==> src/rtl/alu_cmd_driver_if.sv <==
// ALU opcode package and the stream/ALU bundle used by alu_cmd_driver.
// The slave modport is the driver's view; master is the source, consumer and ALU side.
package ALU_pkg;
  typedef enum logic [3:0] {
    Add             = 4'd0,
    Sub             = 4'd1,
    LeftShift       = 4'd2,
    RightShiftArith = 4'd3,
    RightShiftLogic = 4'd4,
    And             = 4'd5,
    Or              = 4'd6,
    Xor             = 4'd7,
    Equal           = 4'd8
  } OpCode;
endpackage

interface alu_cmd_if;
  logic              cmd_valid;
  logic              cmd_ready;
  logic [19:0]       cmd_data;
  logic [7:0]        alu_a;
  logic [7:0]        alu_b;
  ALU_pkg::OpCode    alu_op;
  logic [7:0]        alu_out;
  logic              rsp_valid;
  logic              rsp_ready;
  logic [7:0]        rsp_data;
  logic              rsp_err;

  modport slave (
    input  cmd_valid, cmd_data, alu_out, rsp_ready,
    output cmd_ready, alu_a, alu_b, alu_op, rsp_valid, rsp_data, rsp_err
  );

  modport master (
    output cmd_valid, cmd_data, alu_out, rsp_ready,
    input  cmd_ready, alu_a, alu_b, alu_op, rsp_valid, rsp_data, rsp_err
  );
endinterface

==> src/rtl/alu_cmd_driver.sv <==
// Buffers packed ALU commands in a FIFO, issues them one at a time to the
// combinational ALU and returns each registered result on a response stream.
module alu_cmd_driver #(
  parameter int DEPTH = 4
) (
  input  logic        clk,
  input  logic        rst,
  alu_cmd_if.slave    bus,
  output logic        busy,
  output logic [15:0] done_cnt
);
  import ALU_pkg::*;

  localparam int AW = $clog2(DEPTH);
  localparam logic [AW:0] PTR_ONE = (AW+1)'(1);

  typedef enum logic [1:0] {IDLE, ISSUE, RESP} state_t;

  state_t      state;
  state_t      state_next;
  logic [19:0] mem [DEPTH];
  logic [AW:0] wr_ptr;
  logic [AW:0] rd_ptr;
  logic        full;
  logic        empty;
  logic        push;
  logic        pop;
  logic [19:0] head;
  logic [3:0]  head_op;
  logic        illegal;
  logic [7:0]  rsp_data_q;
  logic        rsp_err_q;

  // Extra pointer MSB distinguishes full from empty when the low bits match.
  assign full    = (wr_ptr[AW-1:0] == rd_ptr[AW-1:0]) && (wr_ptr[AW] != rd_ptr[AW]);
  assign empty   = (wr_ptr == rd_ptr);
  assign push    = bus.cmd_valid && !full;
  assign pop     = (state == ISSUE);
  assign head    = mem[rd_ptr[AW-1:0]];
  assign head_op = head[19:16];
  assign illegal = (head_op > 4'd8);

  assign bus.cmd_ready = !full;
  assign bus.rsp_valid = (state == RESP);
  assign bus.rsp_data  = rsp_data_q;
  assign bus.rsp_err   = rsp_err_q;
  assign busy          = !empty || (state != IDLE);

  always_ff @(posedge clk) begin
    if (push) begin
      mem[wr_ptr[AW-1:0]] <= bus.cmd_data;
    end
  end

  always_ff @(posedge clk) begin
    if (rst) begin
      wr_ptr <= '0;
      rd_ptr <= '0;
    end else begin
      if (push) begin
        wr_ptr <= wr_ptr + PTR_ONE;
      end
      if (pop) begin
        rd_ptr <= rd_ptr + PTR_ONE;
      end
    end
  end

  // RESP looks ahead to a same-edge push so back-to-back commands need no IDLE gap.
  always_comb begin
    state_next = state;
    bus.alu_a  = '0;
    bus.alu_b  = '0;
    bus.alu_op = Add;
    case (state)
      IDLE: begin
        if (!empty) begin
          state_next = ISSUE;
        end
      end
      ISSUE: begin
        bus.alu_a  = head[15:8];
        bus.alu_b  = head[7:0];
        bus.alu_op = illegal ? Add : OpCode'(head_op);
        state_next = RESP;
      end
      RESP: begin
        if (bus.rsp_ready) begin
          state_next = (!empty || push) ? ISSUE : IDLE;
        end
      end
      default: state_next = IDLE;
    endcase
  end

  always_ff @(posedge clk) begin
    if (rst) begin
      state      <= IDLE;
      rsp_data_q <= '0;
      rsp_err_q  <= 1'b0;
      done_cnt   <= '0;
    end else begin
      state <= state_next;
      if (state == ISSUE) begin
        rsp_data_q <= illegal ? 8'h00 : bus.alu_out;
        rsp_err_q  <= illegal;
      end
      if ((state == RESP) && bus.rsp_ready) begin
        done_cnt <= done_cnt + 16'd1;
      end
    end
  end

endmodule

==> src/flat_wrapper.sv <==
// flat-port wrapper written by rule: the top's interface ports become plain ports
module alu_cmd_driver_flat import ALU_pkg::*;
#(
  parameter int DEPTH = 4
)
  (clk, rst, busy, done_cnt, bus_cmd_valid, bus_cmd_data, bus_alu_out, bus_rsp_ready, bus_cmd_ready, bus_alu_a, bus_alu_b, bus_alu_op, bus_rsp_valid, bus_rsp_data, bus_rsp_err);
  alu_cmd_if bus_i ();
  input  logic clk;
  input  logic rst;
  output logic busy;
  output logic [15:0] done_cnt;
  input wire logic [$bits(bus_i.cmd_valid)-1:0] bus_cmd_valid;
  input wire logic [$bits(bus_i.cmd_data)-1:0] bus_cmd_data;
  input wire logic [$bits(bus_i.alu_out)-1:0] bus_alu_out;
  input wire logic [$bits(bus_i.rsp_ready)-1:0] bus_rsp_ready;
  output wire logic [$bits(bus_i.cmd_ready)-1:0] bus_cmd_ready;
  output wire logic [$bits(bus_i.alu_a)-1:0] bus_alu_a;
  output wire logic [$bits(bus_i.alu_b)-1:0] bus_alu_b;
  output wire logic [$bits(bus_i.alu_op)-1:0] bus_alu_op;
  output wire logic [$bits(bus_i.rsp_valid)-1:0] bus_rsp_valid;
  output wire logic [$bits(bus_i.rsp_data)-1:0] bus_rsp_data;
  output wire logic [$bits(bus_i.rsp_err)-1:0] bus_rsp_err;
  assign bus_i.cmd_valid = bus_cmd_valid;
  assign bus_i.cmd_data = bus_cmd_data;
  assign bus_i.alu_out = bus_alu_out;
  assign bus_i.rsp_ready = bus_rsp_ready;
  assign bus_cmd_ready = bus_i.cmd_ready;
  assign bus_alu_a = bus_i.alu_a;
  assign bus_alu_b = bus_i.alu_b;
  assign bus_alu_op = bus_i.alu_op;
  assign bus_rsp_valid = bus_i.rsp_valid;
  assign bus_rsp_data = bus_i.rsp_data;
  assign bus_rsp_err = bus_i.rsp_err;
  alu_cmd_driver #(.DEPTH(DEPTH)) u_core (.clk(clk), .rst(rst), .bus(bus_i), .busy(busy), .done_cnt(done_cnt));
endmodule
==> config.mk <==
export PLATFORM = sky130hd
export DESIGN_NAME = alu_cmd_driver_flat
export DESIGN_NICKNAME = d
export VERILOG_FILES = /design/src/rtl/alu_cmd_driver_if.sv /design/src/rtl/alu_cmd_driver.sv /design/src/flat_wrapper.sv
export SDC_FILE = /design/constraint.sdc
export NUM_CORES = 1
export LEC_CHECK = 0
export CELL_PAD_IN_SITES_DETAIL_PLACEMENT = 2
export CELL_PAD_IN_SITES_GLOBAL_PLACEMENT = 2
export CORE_ASPECT_RATIO = 1.25
export CORE_MARGIN = 2
export CORE_UTILIZATION = 37
export DETAILED_ROUTE_END_ITERATION = 16
export PLACE_DENSITY = 0.79
export SLEW_MARGIN = 30
export SYNTH_ARGS = -nofsm -noshare
export SYNTH_HDL_FRONTEND = slang
export SYNTH_SLANG_ARGS = --single-unit
==> constraint.sdc <==
create_clock -name clk -period 2.1 [get_ports clk]
set_clock_uncertainty 0.15 [all_clocks]
set_input_delay 0.21 -clock clk [delete_from_list [all_inputs] [get_ports clk]]
set_output_delay 0.21 -clock clk [all_outputs]
set_load 0.05 [all_outputs]
==> key figures <==
Placement
  – Post-place instance area: 0.00580 mm²
  – Number of I/O port buffers: 79
  – Worst-case setup slack after placement: -52.2 ps
  – Placer congestion estimate: 0.770
  – Total half-perimeter wirelength after legalization and detailed placement: 8.59 mm

Status
  – Run status: finished with violations
  – Violated checks: negative setup slack

Worst setup path
  – Worst setup path category: reg -> out
  – Worst path max stage delay: 540 ps
  – Cell with the largest stage delay on the worst path: mux4_2
  – Req. time, crit path: 1740 ps
  – Crit Path Max Fanout: 4
  – Buffers & Inverters on Critical Path: 2
  – Endpoint kind of the worst setup timing path: primary output
  – Sort of element at the start of the critical path: flip-flop
  – Worst path top cell family by delay: multiplexers
  – Arrival time at the worst endpoint: 2040 ps
  – Chain of cells forming the critical path: buf_6 > mux4_2 > nor4_4 > buf_12

Route
  – Routed wire length on met2: 7.55 mm
  – Routed metal-1 wirelength: 5.36 mm
  – Drc violations: 0
  – Wirelength per Cell: 22.7 µm
  – Detailed Route Iter0 Violations: 123
  – Routed Antenna Nets: 0
  – Max layer used: met4
  – Detailed-route wire length: 13.6 mm
  – Number of iterations in the first detailed-routing pass: 4
  – Average vias per placed instance: 5.12
  – Routed met3 length: 539 µm
  – Via total after detailed routing: 3069

Yosys
  – Mean instance size in the synthesized netlist: 15.0 µm²
  – Number of instances in the synthesized netlist: 307
  – Number of synthesized register bits: 115
  – Area of the mapped netlist: 0.00460 mm²
  – Synth Warn #: 0
  – Sequential element share of the synthesized area: 0.674
  – Syn Nets: 345
  – Cell variety after synth: 37

Global route
  – Gr usage total: 0.212
  – First-pass GRT wire length: 20.7 mm
  – Total congestion overflow after global routing: 0
  – Number of antenna violations at the first check in global routing: 0
  – Via count of the first global-routing pass: 3413
  – Maximum number of pins on one net before global-route repair: 29

Hold path
  – Path class of the lowest-slack min-delay path: in -> reg

Clock network
  – Count of H-tree levels built during CTS: 4
  – TritonCTS clock tree: built
  – Clock sinks: 115
  – Root Buffer Master: clkbuf_16
  – Insertion delay of the later-clocked pin in the worst-skew pair: 410 ps
  – Number of CTS-inserted buffers: 17
  – Number of buffers between clock root and the deepest sink: 2
  – CTS clk-pin slew, worst paths: 60 ps
  – Cts-stage hold buffer count: 0

Floorplanning
  – Die area: 0.0133 mm²
  – Number of core rows: 45
  – Effective utilization at floorplan: 0.378
  – Total I/O pin count: 80
  – Die W: 104 µm
  – Height of the die: 129 µm
  – Core box area: 0.0122 mm²

STA
  – Smallest setup slack after layout: -302 ps
  – Smallest hold slack: 217 ps
  – Total setup violations reported at the end of the flow: 29
  – Actual slew at the worst max-slew pin: 591 ps
  – Share of the clock period used by the worst path: 1.14
  – Final hold violation count: 0
  – Setup repair after global routing missed its margin: true
  – Slew headroom: 0.606
  – Final critical path time including I/O delays and setup: 2400 ps
  – Maximum operating frequency: 416 MHz
  – Number of slew-limit violations in the final report: 0

Pwr
  – IR Drop Worst-Case VDD: 0.000643 V
  – Relative contribution of combinational cells to total power: 0.277
  – Ratio of total power to cell area: 1170 mW/mm²
  – Net switching power of the design: 2.41 mW
  – Portion of total power attributed to the clock network: 0.378
  – Cell-internal power: 5.34 mW
  – Net Sw Frac: 0.311
  – Proportion of power drawn by flip-flops and latches: 0.345
  – Static leakage power: 2.37 nW
  – Total power consumption of the routed design: 7.75 mW

Layout
  – Area growth, synth to finish: 44.3%
  – Layout cell share with drive strength beyond 1: 0.338
  – Final cell area excluding filler cells: 0.00664 mm²
  – Commonest cells after routing, fill and taps aside: edfxtp_1, clkdlybuf4s50_1, dfxtp_1
  – Antenna fix cells: 0
  – Total Nets Final: 460
  – Commonest non-fill, non-tap cell in the layout: edfxtp_1
  – Area taken by multi-input logic gates: 0.00150 mm²
  – Fillers: 1112
  – Flip-flop and latch area: 0.00311 mm²

Flow run
  – Maxcap violations: 0
[logic make-up (layout without fill, tap and decap cells)]
group                      Yosys count  count (layout)  share of synthesized area
muxes                               21              21                      0.106
AOI/OAI and AO/OA                   28              28                     0.0378
xor gates and xnor gates            16              16                     0.0305
buffers and inverters               19             147                     0.0185
DFF                                115             115                      0.674
adders and majority gates            6               6                     0.0163
and+or+nand+nor                    102             102                      0.117
[metal layers]
metal  track usage  up-vias
met4        0.0700        0
li1              -     1384
met1         0.236     1586
met3        0.0517       13
met2         0.399       86
met5             0        -
[worst register-to-register path: stages, from the launching register on]
cell	delay, ps
dfxtp_4	370
buf_6	120
mux4_2	550
buf_6	150
buf_6	110
o31ai_4	280
buf_12	170
nand3_2	90
a21oi_2	120
[final timing paths]
kind	startpoint	cells after the start	slack, ps	end
worst max-delay path	flip-flop	4	-300	bus_alu_op[3]
worst max register to register	flip-flop	8	-70	u_core.bus.rsp_data[6]
worst min-delay path	bus_alu_out[5]	3	220	u_core.bus.rsp_data[5]
worst min register to register	u_core.bus.rsp_data[4]	2	320	u_core.bus.rsp_data[4]
[what timing repair did]
| item | in CTS | in global routing |
|---|---|---|
| buffers inserted | 4 | 3 |
| resized for setup | 61 | 17 |
| cloned | 0 | 0 |
| setup endpoints to repair | 50 | 53 |
| pin swaps | 11 | 3 |
[synth_stat cells]
cell type | n | area share
mux2i_1 | 1 | 0.0022
nor3_1 | 2 | 0.0022
nor2b_1 | 1 | 0.0014
or3_1 | 5 | 0.0068
dfxtp_1 | 35 | 0.15
a2111oi_0 | 1 | 0.0019
mux4_1 | 7 | 0.040
nand2_1 | 20 | 0.016
o31ai_1 | 3 | 0.0049
xnor2_1 | 7 | 0.013
nand3_1 | 15 | 0.016
a21oi_1 | 17 | 0.018
nand3b_2 | 1 | 0.0024
and4b_1 | 1 | 0.0022
nor2_1 | 19 | 0.016
nand4_1 | 5 | 0.0068
buf_6 | 1 | 0.0024
o311ai_0 | 1 | 0.0019
and2_1 | 19 | 0.026
edfxtp_1 | 80 | 0.52
mux4_2 | 13 | 0.064
and4_1 | 2 | 0.0038
nor4_1 | 2 | 0.0027
o31ai_4 | 1 | 0.0046
clkbuf_1 | 9 | 0.0073
clkbuf_2 | 1 | 0.0011
or4_1 | 2 | 0.0033
o21a_1 | 1 | 0.0016
ha_1 | 6 | 0.016
and3_1 | 5 | 0.0068
and2b_1 | 1 | 0.0016
o21ai_0 | 4 | 0.0044
buf_2 | 4 | 0.0044
or2_1 | 1 | 0.0014
nand2b_1 | 1 | 0.0014
inv_1 | 4 | 0.0033
xor2_1 | 9 | 0.017
[state kept, by name, summed over array words and instances (netlist names), named ones only]
register,flops
u_core.rd_ptr,3
u_core.mem,80
u_core.state,2
u_core.bus.rsp_data,8
u_core.done_cnt,16
u_core.bus.rsp_err,1
u_core.wr_ptr,3
[layout make-up]
| cell class | instances | area share |
|---|---|---|
| Multi-Input combinational cell | 173 | 0.226 |
| Clock inverter | 15 | 0.0253 |
| Tap cell | 164 | 0.0309 |
| Sequential cell | 115 | 0.469 |
| Clock buffer | 17 | 0.0641 |
| Inverter | 4 | 0.00226 |
| Timing Repair Buffer | 111 | 0.182 |
[per-stage QoR]
stage               utilization  TNS [ps]  instances
finish                    0.546     -3460        599
detailed placement        0.477     -61.6        561
floorplan                     -         0        307
global placement          0.477         0        561
CTS                       0.540     -3990        597
global route              0.546     -5460        599
[power by group through the flow]
stage                     logic (mW)  registers [mW]  clock network [mW]
after floorplan                 1.02            2.77                   0
after global placement          1.76            2.70                   0
after detailed placement        1.83            2.72                   0
after CTS                       2.11            2.68                2.97
after global routing            2.26            2.69                3.07
final                           2.14            2.68                2.93
Power figures use the tool's default switching activity.
==> patch, RTL diff (config.mk and constraints unchanged) <==
`DEPTH` is set to 4 in 2 places; all go to 2.
--- a/src/rtl/alu_cmd_driver.sv
+++ b/src/rtl/alu_cmd_driver.sv
@@ -2,5 +2,5 @@
 // combinational ALU and returns each registered result on a response stream.
 module alu_cmd_driver #(
-  parameter int DEPTH = 4
+  parameter int DEPTH = 2
 ) (
   input  logic        clk,
--- a/src/flat_wrapper.sv
+++ b/src/flat_wrapper.sv
@@ -2,5 +2,5 @@
 module alu_cmd_driver_flat import ALU_pkg::*;
 #(
-  parameter int DEPTH = 4
+  parameter int DEPTH = 2
 )
   (clk, rst, busy, done_cnt, bus_cmd_valid, bus_cmd_data, bus_alu_out, bus_rsp_ready, bus_cmd_ready, bus_alu_a, bus_alu_b, bus_alu_op, bus_rsp_valid, bus_rsp_data, bus_rsp_err);
Behaviour: not the same (a bounded check fails within 4 cycles, from zero or initial values and one cycle with rst high).
==> patch against the unedited design <==
  * Sequential share of layout area down 3.3 points
  * Routed wire length down 32%
  * Critical path depth unchanged
  * Final area down 36%
  * Core utilization up 2.2 points
  * Global-route usage up 1.2 points
  * Sequential cell count down 43
  * Synthesized area down 38%
  * Worst setup slack better by 390 ps
  * Total power down 32%
==> patch: results (changes against the unedited design) <==
Post-synth EDFFs - 40 (-50%)
Final net count - 371 (-19%)
H-tree levels - 3 (-1)
Status - complete, no violations
Clock slew at reported path FFs - 80 ps (+20 ps)
Ys flop type - edfxtp_1
Worst slew slack as a fraction of its limit - 0.650 (+0.0447)
Post-CTS Resized - 0 (-100%)
Via-per-instance ratio - 5.17 (+0.95%)
VDD IR-drop max - 0.000613 V (-4.6%)
Top post-synthesis cells by count - edfxtp_1 (40), nor2_1 (37), dfxtp_1 (32)
Setup Buffers After CTS - 0 (-4)
Lkg Pwr - 0.00150 uW (-37%)
FILL cells - 705 (-37%)
Slowest stage delay, CP - 470 ps (-70 ps)
DR vias - 2250 (-27%)
Worst path slowest cell - dfxtp_1
Placement-stage cell area - 0.00400 mm2 (-31%)
Detailed Route Iter0 Violations - 98 (-20%)
Reg2reg path depth - 4 (-4)
Critical Path AT - 1650 ps (-390 ps)
Vias in the first global route - 2607 (-24%)
CP max FO - 6 (+2)
Avg WL per Cell - 21.4 um (-5.8%)
Root buf cell - clkbuf_8
CP top delay family - simple AND/OR/NAND/NOR gates
Total Routing Usage GR - 0.224 (+0.0124)
Share of cells above drive strength 1 - 0.157 (-0.180)
# diodes - 0 (unchanged)
DP Cell Count - 419 (-25%)
Net Count, Synth - 284 (-18%)
CTS Buf Count - 9 (-8)
Skew-Pair Late Insertion Delay - 330 ps (-80 ps)
Sequential fraction of the synthesis area - 0.641 (-0.0336)
DP HPWL - 6.43 mm (-25%)
First-pass GRT wire length - 14.4 mm (-30%)
Netlist cell types - 33 (-11%)
Max reg flops - 40 (-50%)
[patch: changes by cell type after synthesis, sizes merged, moves of 4 or more]
cell | before | now
edfxtp | 80 | 40
mux4 | 20 | 0
and2 | 19 | 1
nor2 | 19 | 37
mux2i | 1 | 16
nand2 | 20 | 27
nand3 | 15 | 8
ha | 6 | 1
o31ai | 4 | 0
[patch: path summary, 6_finish.rpt]
| kind | startpoint | end | slack (ps) |
|---|---|---|---|
| setup / recovery | register | bus_alu_op[0] | 90 |
| hold / removal | bus_alu_out[2] | u_core.bus.rsp_data[2]$_SDFFE_PP0P_ | 290 |
| setup reg to reg | u_core.done_cnt[3]$_SDFFE_PP0P_ | u_core.done_cnt[12]$_SDFFE_PP0P_ | 290 |
| hold reg to reg | u_core.bus.rsp_data[1]$_SDFFE_PP0P_ | u_core.bus.rsp_data[1]$_SDFFE_PP0P_ | 330 |
[patch: final cells by class]
class | count | area [um2] | area share
clock buffers | 11 | 163 | 0.0385
multi-input cells | 163 | 966 | 0.229
repair buffers | 89 | 1070 | 0.254
well taps | 92 | 115 | 0.0273
clock inverters | 5 | 52.6 | 0.0124
flip-flops and latches | 72 | 1840 | 0.436
inverters | 3 | 11.3 | 0.00267
[patch: worst reg2reg max path: cells and delay by family (launching register included)]
family          cells  cell delay, ps
simple gates        3             980
flops               1             450
compound gates      1             150
[patch: routing by layer]
metal	track usage	part of all wire
met5	0	0
met2	0.426	0.55
met3	0.0312	0.032
met4	0.0946	0.019
met1	0.254	0.40
[patch: power breakdown]
group	total, uW	switching (uW)	leakage (uW)	internal, uW
clock	1170	519	0.000110	647
combinational	2290	1390	0.000761	898
sequential	1850	151	0.000634	1700
[patch: cell families after synthesis]
kind of cell             after synthesis  synth area share
adder cells (fa/ha/maj)                1           0.00435
multiplexers                          17            0.0596
AND/OR/NAND/NOR                       97             0.159
AO/OA/AOI/OAI                         32            0.0618
flip-flops                            72             0.641
XOR/XNOR                              16            0.0488
buffers and inverters                 16            0.0257
[patch: through the flow]
step	setup TNS, ps	setup WS [ps]
global route	-11.8	-11.8
finish	0	87.2
CTS	0	15.1
global placement	0	228
floorplan	0	52.3
detailed placement	0	141
